<file path="config.mk">
export PLATFORM = sky130hd
export DESIGN_NAME = merger_output_collector
export DESIGN_NICKNAME = d
export VERILOG_FILES = /design/src/rtl/merger_pkg.sv /design/src/rtl/pair_fifo.sv /design/src/rtl/merger_output_collector.sv
export SDC_FILE = /design/constraint.sdc
export NUM_CORES = 1
export LEC_CHECK = 0
export ABC_AREA = 1
export CORE_MARGIN = 2
export CORE_UTILIZATION = 57
export DETAILED_ROUTE_END_ITERATION = 7
export GPL_TIMING_DRIVEN = 0
export MAX_ROUTING_LAYER = met4
export PLACE_DENSITY = 0.76
export SLEW_MARGIN = 20
export SYNTH_ARGS = -nofsm -noshare
export SYNTH_HDL_FRONTEND = slang
export SYNTH_SLANG_ARGS = --single-unit
</file>
<file path="constraint.sdc">
create_clock -name i_clk -period 7.1 [get_ports i_clk]
set_clock_uncertainty 0.15 [all_clocks]
set_input_delay 1.065 -clock i_clk [delete_from_list [all_inputs] [get_ports i_clk]]
set_output_delay 1.065 -clock i_clk [all_outputs]
set_load 0.02 [all_outputs]
</file>
<file path="src/rtl/merger_pkg.sv">
// Shared types and constants for the merger output collector.
package merger_pkg;

  localparam int DATA_W    = 32;
  // Cycles from o_stall_req rising to the merger pipeline actually holding off
  localparam int STALL_RTT = 2;

  typedef struct packed {
    logic              sw;
    logic [DATA_W-1:0] e1;
    logic [DATA_W-1:0] e0;
  } pair_t;

endpackage

</file>
<file path="src/rtl/pair_fifo.sv">
// Synchronous pair FIFO; head entry is read combinationally, pointers wrap modulo DEPTH.
module pair_fifo
  import merger_pkg::*;
#(
  parameter int  DEPTH   = 8,
  parameter type entry_t = pair_t
) (
  input  logic                       clk,
  input  logic                       rst_n,
  input  logic                       push,
  input  entry_t                     wdata,
  input  logic                       pop,
  output entry_t                     rdata,
  output logic [$clog2(DEPTH):0]     count,
  output logic                       full,
  output logic                       empty
);

  localparam int AW = $clog2(DEPTH);
  localparam int CW = AW + 1;

  entry_t          mem_q [DEPTH];
  logic [AW-1:0]   wr_ptr_q, wr_ptr_d;
  logic [AW-1:0]   rd_ptr_q, rd_ptr_d;
  logic [CW-1:0]   count_q, count_d;

  always_comb begin
    wr_ptr_d = wr_ptr_q;
    rd_ptr_d = rd_ptr_q;
    if (push) wr_ptr_d = wr_ptr_q + 1'b1;
    if (pop)  rd_ptr_d = rd_ptr_q + 1'b1;
    count_d = count_q + {{AW{1'b0}}, push} - {{AW{1'b0}}, pop};
  end

  always_ff @(posedge clk or negedge rst_n) begin
    if (!rst_n) begin
      wr_ptr_q <= '0;
      rd_ptr_q <= '0;
      count_q  <= '0;
    end else begin
      wr_ptr_q <= wr_ptr_d;
      rd_ptr_q <= rd_ptr_d;
      count_q  <= count_d;
    end
  end

  // Storage needs no reset; validity is tracked by the pointers
  always_ff @(posedge clk) begin
    if (push) mem_q[wr_ptr_q] <= wdata;
  end

  assign rdata = mem_q[rd_ptr_q];
  assign count = count_q;
  assign full  = (count_q == CW'(DEPTH));
  assign empty = (count_q == '0);

endmodule

</file>
<file path="src/rtl/merger_output_collector.sv">
// Buffers sorted pairs from the compare-swap stage and serializes them into a valid/ready stream.
// Optional ORDER_CHECK_EN adds a sticky o_order_err for non-monotonic elements within a run.
module merger_output_collector
  import merger_pkg::*;
#(
  parameter int DATA_W    = merger_pkg::DATA_W,
  parameter int DEPTH     = 8,
  parameter int AF_MARGIN = 2
) (
  input  logic              i_clk,
  input  logic              i_rst_n,
  input  logic [DATA_W-1:0] i_elems_0,
  input  logic [DATA_W-1:0] i_elems_1,
  input  logic              i_switch_output,
  input  logic              i_stall,
  output logic              o_stall_req,
  output logic [DATA_W-1:0] o_data,
  output logic              o_valid,
  input  logic              i_ready,
  output logic              o_last,
`ifdef ORDER_CHECK_EN
  output logic              o_order_err,
`endif
  output logic              o_overflow
);

  localparam int CW = $clog2(DEPTH) + 1;

  if (AF_MARGIN < STALL_RTT) begin : g_bad_margin
    $error("AF_MARGIN must cover the upstream stall round-trip");
  end
  if (DEPTH < 4 || (DEPTH & (DEPTH - 1)) != 0) begin : g_bad_depth
    $error("DEPTH must be a power of two and at least 4");
  end

  typedef struct packed {
    logic              sw;
    logic [DATA_W-1:0] e1;
    logic [DATA_W-1:0] e0;
  } entry_t;

  entry_t          fifo_wdata, fifo_head;
  logic [CW-1:0]   fifo_count, count_next;
  logic            fifo_full, fifo_empty;
  logic            load_en, push, pop;

  logic              valid_q, valid_d;
  logic [DATA_W-1:0] data_q, data_d;
  logic              last_q, last_d;
  logic              sel_q, sel_d;
  logic              stall_req_q, stall_req_d;
  logic              overflow_q, overflow_d;

  assign fifo_wdata = '{sw: i_switch_output, e1: i_elems_1, e0: i_elems_0};

  pair_fifo #(
    .DEPTH   (DEPTH),
    .entry_t (entry_t)
  ) u_fifo (
    .clk   (i_clk),
    .rst_n (i_rst_n),
    .push  (push),
    .wdata (fifo_wdata),
    .pop   (pop),
    .rdata (fifo_head),
    .count (fifo_count),
    .full  (fifo_full),
    .empty (fifo_empty)
  );

  always_comb begin
    load_en = !valid_q || i_ready;
    pop     = load_en && !fifo_empty && sel_q;
    // A full FIFO still accepts when its head leaves in the same cycle
    push    = !i_stall && (!fifo_full || pop);

    valid_d = valid_q;
    data_d  = data_q;
    last_d  = last_q;
    sel_d   = sel_q;
    if (load_en) begin
      if (fifo_empty) begin
        valid_d = 1'b0;
      end else if (!sel_q) begin
        valid_d = 1'b1;
        data_d  = fifo_head.e0;
        last_d  = 1'b0;
        sel_d   = 1'b1;
      end else begin
        valid_d = 1'b1;
        data_d  = fifo_head.e1;
        last_d  = fifo_head.sw;
        sel_d   = 1'b0;
      end
    end

    count_next  = fifo_count + {{(CW-1){1'b0}}, push} - {{(CW-1){1'b0}}, pop};
    stall_req_d = (count_next >= CW'(DEPTH - AF_MARGIN));
    overflow_d  = overflow_q || (!i_stall && !push);
  end

  always_ff @(posedge i_clk or negedge i_rst_n) begin
    if (!i_rst_n) begin
      valid_q     <= 1'b0;
      data_q      <= '0;
      last_q      <= 1'b0;
      sel_q       <= 1'b0;
      stall_req_q <= 1'b0;
      overflow_q  <= 1'b0;
    end else begin
      valid_q     <= valid_d;
      data_q      <= data_d;
      last_q      <= last_d;
      sel_q       <= sel_d;
      stall_req_q <= stall_req_d;
      overflow_q  <= overflow_d;
    end
  end

  assign o_valid     = valid_q;
  assign o_data      = data_q;
  assign o_last      = last_q;
  assign o_stall_req = stall_req_q;
  assign o_overflow  = overflow_q;

`ifdef ORDER_CHECK_EN
  logic              accept;
  logic [DATA_W-1:0] prev_q, prev_d;
  logic              run_q, run_d;
  logic              order_err_q, order_err_d;

  always_comb begin
    accept      = valid_q && i_ready;
    prev_d      = prev_q;
    run_d       = run_q;
    order_err_d = order_err_q;
    if (accept) begin
      if (run_q && (data_q < prev_q)) order_err_d = 1'b1;
      prev_d = data_q;
      run_d  = !last_q;
    end
  end

  always_ff @(posedge i_clk or negedge i_rst_n) begin
    if (!i_rst_n) begin
      prev_q      <= '0;
      run_q       <= 1'b0;
      order_err_q <= 1'b0;
    end else begin
      prev_q      <= prev_d;
      run_q       <= run_d;
      order_err_q <= order_err_d;
    end
  end

  assign o_order_err = order_err_q;
`endif

endmodule

</file>
# --- Yosys cells after proc, flatten, opt, wreduce, memory -nomap -nowiden ---
# Memories as Yosys holds them, arrays and structs flattened.
# Cells that the tools add are included.
word_totals:
  out_inout_bits: 36
  ramBits: 520
  word_cells: 37
  register_bits: 47
  mem_count: 1
  in_bits: 69
op_classes:
  n_lt_le_gt_ge: 1
  n_reduce_logical: 14
  eq_ne: 1
  addsub: 4
  n_mux: 6
  n_bitwise: 1
memory_table:
  columns: ["name", "words", "width", "rd", "rd_clocked_by_memory_dff", "write_ports", "line_no", "source"]
  rows:
  - ["u_fifo.mem_q", 8, 65, 1, 0, 1, "pair_fifo.sv:22", "entry_t mem_q [DEPTH];"]
op_table:
  columns: ["cell", "n"]
  rows:
  - ["2-to-1 mux 32 bit", 1]
  - ["adder 3 x 1 -> 3 bit (second input constant)", 2]
  - ["zero test 1 bit", 5]
  - ["2-to-1 mux 1 bit", 5]
  - ["adder 4 x 1 -> 4 bit", 1]
  - ["equality test 4 bit (second input constant)", 1]
  - ["greater-or-equal comparator 4 x 3 -> 1 bit (second input constant)", 1]
  - ["logical AND 1 bit", 4]
  - ["zero test 4 bit", 1]
  - ["subtractor 4 x 1 -> 4 bit", 1]
  - ["logical OR 1 bit", 3]
  - ["AND reduction 2 bit", 1]
  - ["inverter 1 bit", 1]

# --- Depth between registers and ports, before layout ---
logic_depth:
  word_depth: 9
  depth_mapped: 14
  ltp_nobuf: 13

# --- Cells and area by module ---
# A second synthesis with hierarchy kept.
hier_totals:
  hier_cells: 2596
  area_unflattened_um2: 25182.9
by_module_without_submodules:
  columns: ["mod", "n_inst", "seq_area_each_um2", "cells_each", "area_each_um2"]
  rows:
  - ["pair_fifo", 1, 15865.2, 2313, 23179.7]
  - ["merger_output_collector", 1, 925.9, 283, 2003.2]

# --- Worst setup path before layout ---
# Ideal clock, no wire load.
synth_path:
  path_kind: "input to register"
  startpoint: "in i_ready"
  endpoint: "mem u_fifo.mem_q[5][0] (netlist bit), enable pin"
  setup_time_ps: 569
  required_ps: 6381
  path_slack_ps: 320
  n_path_buf: 0
  path_stages: 6
  arrival_time_ps: 6061
  path_cell_list: "inv_1 -> nand2_1 -> nand3_2 -> nand3_1 -> nand2_1 -> nor3_1"
synth_between:
  elab_chain_cells: 7
synth_lines:
  columns: ["element", "line_no", "source"]
  rows:
  - ["from (decl)", "merger_output_collector.sv:19", "input logic i_ready,"]
  - ["logical OR 1 bit", "merger_output_collector.sv:72", "load_en = !valid_q || i_ready;"]
  - ["logical AND 1 bit (2 in series)", "merger_output_collector.sv:73", "pop = load_en && !fifo_empty && sel_q;"]
  - ["logical OR 1 bit", "merger_output_collector.sv:75", "push = !i_stall && (!fifo_full || pop);"]
  - ["logical AND 1 bit", "merger_output_collector.sv:75", null]
  - ["2-to-1 mux 1 bit", "pair_fifo.sv:49", "if (push) mem_q[wr_ptr_q] <= wdata;"]
  - ["2-to-1 mux 1 bit (implied by the code)", "pair_fifo.sv:49", null]
  - ["to (decl)", "pair_fifo.sv:22", null]
# Every way passes these cells.

# --- Worst setup path after layout ---
layout_path:
  startpoint: "in i_ready"
  endpoint: "mem u_fifo.mem_q[1][3] (netlist bit), enable pin"
# The elaborated chain is that of the path after synthesis.

==> results by group <==
Status
  • Status: finished, final reports clean

Timing
  • Hold Vio Cnt, Final: 0
  • Maximum clock rate: between 200 and 300 MHz
  • Max Slew Vio Count: 0
  • RSZ-0062 raised after global routing: no
  • Least-Margin Pin Slew: about 0.9 ns
  • # setup viols final: 0
  • Final Critical Period: 3.79 ns
  • Fin crit share: 53.4%
  • Setup TNS: 0 ns
  • Max_slew headroom: about two fifths

CTS
  • Setup bufs post-CTS: 0
  • CTS Hold Bufs: 0
  • Num CTS Buffers: 56
  • TritonCTS clock tree: done
  • Clk sink count: approximately 570
  • CTS H-tree lvls: 2
  • Clk_lat worst skew: roughly 0.60 ns
  • Clock tree buffer depth: 3
  • Reg clk slew, reported paths: 0.06 ns
  • CTS resizes: 0
  • CTS Root Cell: clkbuf_16

Logic synthesis
  • Synth Area in Simple Gates: around a fifth
  • Netlist cell types: 26
  • Top post-synthesis cells by area: edfxtp_1 (66%), nand2_1 (13%), nand3_1 (7.6%)
  • Yosys top cell by area: edfxtp_1
  • Multiplexer share of the synthesized area: 0%
  • Syn avg cell area: 10.9 um2
  • Seq cells post-synth: 567
  • Syn_nets: around 2300
  • Largest family of logic cells by synthesized area: simple AND/OR/NAND/NOR gates
  • Compound-Gate Fraction of Synth Area: less than 1%
  • Synth top area share: 66.1%
  • Sequential element share of the synthesized area: 71.1%
  • Syn Std Cell Area: ~24000 um2
  • Xor/xnor share of the synthesized area: 0.185%
  • Adder-cell share of the synthesized area: less than 1%
  • Mapped Cells: 2176
  • Yosys warns: 0

Critical path
  • Cells on worst reg2reg path: 10
  • Critical path class: primary input to flop
  • WP data required: 7.25 ns
  • Max Fanout on Critical Path: 9
  • CP Capture Type: flop
  • Arr. time, crit path: 3.94 ns
  • Worst setup SP type: primary input

Floorplanning
  • Die Width: a little over 200 um
  • Row count: 74
  • Boundary pin count: ~110
  • Die H: 208 um
  • Starting Density: between 50% and 60%
  • DIE AREA: 43100 um2
  • Core ar.: 40800 um2

Cells and area
  • Fin cells: 2967
  • Most frequent cells in the layout: nand2_1 (819), edfxtp_1 (520), nand3_1 (360)
  • FILL cells: 2847
  • Final instance area: 27700 um2
  • Area grow syn2layout: 17.2%
  • Nets@finish: 2465
  • Layout cells sized above 1: 9.09%
  • Most common cell after layout, fill and taps aside: nand2_1

Detailed routing
  • Residual DRC: 0
  • Routed Antenna Nets: 0
  • DR pass1 iterations: 6
  • Detail-routed via count per cell: between 5 and 6
  • WL per Instance: approximately 21 um
  • Iter 0 DRT Violations: 2101
  • Detailed Route WL: 61800 um
  • Via count: 16600

Pwr
  • Logic pwr share: 37.1%
  • Pwr/cell area: 414 nW/um2
  • Sw power: 0.00436 W
  • Final total power: 0.0115 W
  • Static Leak: 11.6 nW
  • Flop pwr share: 38.6%
  • Pint: 0.00710 W
  • Switching portion of total power: 38.0%
  • Power share of the clock group: 24.3%
  • Peak VDD IR: 0.253 mV

Worst hold path
  • Worst min-delay path class: primary input to asynchronous set/reset pin

GRT
  • Gr usage total: 29.7%
  • First-pass GRT wire length: 94200 um
  • Pin count of the biggest net entering global routing: 29
  • GR Overflow Total: 0
  • Antenna violations before repair: 2
  • Vias in the first global route: 16400

Place
  • Placed Area: 26000 um2
  • Placed Cells: 2861
  • Routability cong.: 0.860
  • Detail Placement HPWL: 41000 um
  • IO Port Bufs: 104

Run
  • Number of max-cap violations: 0
## power groups by stage
stage	registers (W)	logic (W)	clock network (W)
detailed placement	0.00448	0.00414	0
CTS	0.00442	0.00420	0.00279
finish	0.00443	0.00425	0.00278
floorplan	0.00458	0.00238	0
global placement	0.00457	0.00385	0
global route	0.00446	0.00461	0.00293
## final cells by class
type                            instances  area [um2]  share of cell area (%)
Multi-Input combinational cell       1224        5240                    18.9
Clock buffer                           76        1530                    5.52
Antenna cell                            3        7.51                  0.0271
Sequential cell                       567       16800                    60.7
Inverter                              275        1030                    3.74
Clock inverter                         27         164                   0.592
Timing Repair Buffer                  153        1650                    5.96
Buffer                                110         607                    2.19
Tap cell                              532         666                    2.40
## layer usage
metal,share of wire (%),global-route usage (%),vias up
li1,-,-,7551
met1,39,40.7,7930
met2,46,44.6,994
met3,11,5.89,159
met4,3.4,11.1,0
met5,0,-,-
## through the flow
stage          util, %  hold WS [ns]  setup WS, ns
2_1_floorplan        -         0.320         0.320
3_3_place_gp      62.0         0.311         -4.69
3_5_place_dp      63.6         0.320          2.82
4_1_cts           67.8         0.252          3.40
5_1_grt           67.8         0.281          3.24
6_report          67.8         0.261          3.31
## state kept, by name, indices dropped and copies added, names as in the netlist
signal,flops
u_fifo.mem_q,520
o_last,1
o_data,32
o_valid,1
u_fifo.count,4
o_stall_req,1
u_fifo.rd_ptr_q,3
sel_q,1
u_fifo.wr_ptr_q,3
o_overflow,1
## worst max-delay path, stage by stage
cell             delay [ns]
clkdlybuf4s50_1        0.46
inv_1                  0.04
nand2_1                0.19
nand3_2                0.18
nand3_1                0.21
nand2_1                0.29
nor3_2                 0.75
buf_4                  0.37
buf_6                  0.19
buf_4                  0.20
## cell usage after synthesis
| master | n |
|---|---|
| nor2_1 | 15 |
| buf_1 | 4 |
| buf_2 | 62 |
| fa_1 | 1 |
| clkbuf_1 | 19 |
| inv_2 | 1 |
| nor3_1 | 4 |
| xnor2_1 | 1 |
| xor2_1 | 4 |
| a21oi_1 | 2 |
| nand2_1 | 819 |
| edfxtp_1 | 520 |
| buf_4 | 19 |
| o21ai_1 | 1 |
| o21ai_0 | 4 |
| nand2_2 | 1 |
| nor2_2 | 1 |
| inv_4 | 1 |
| nand3_1 | 360 |
| ha_1 | 8 |
| buf_6 | 6 |
| nand3_2 | 1 |
| dfrtp_1 | 47 |
| o21bai_1 | 1 |
| inv_1 | 273 |
| or2_2 | 1 |
## path summary, 6_finish.rpt
kind                                 startpoint            endpoint  slack (ns)
worst min-delay path                    i_rst_n          o_overflow        0.26
max in group asynchronous               i_rst_n           o_data[3]        6.00
worst max-delay path                    i_ready  u_fifo.mem_q[1][3]        3.31
min in group i_clk                   o_overflow          o_overflow        0.34
worst max register to register  u_fifo.count[2]  u_fifo.mem_q[1][3]        3.67
worst min register to register       o_overflow          o_overflow        0.34
## cells by family (layout without fill, tap and decap cells)
kind of cell	Yosys count	in the layout
AO/OA/AOI/OAI	8	8
XOR/XNOR	5	5
adder cells (fa/ha/maj)	9	9
buffers and inverters	385	641
flip-flops	567	567
other	0	3
AND/OR/NAND/NOR	1202	1202
Power figures use the tool's default switching activity.
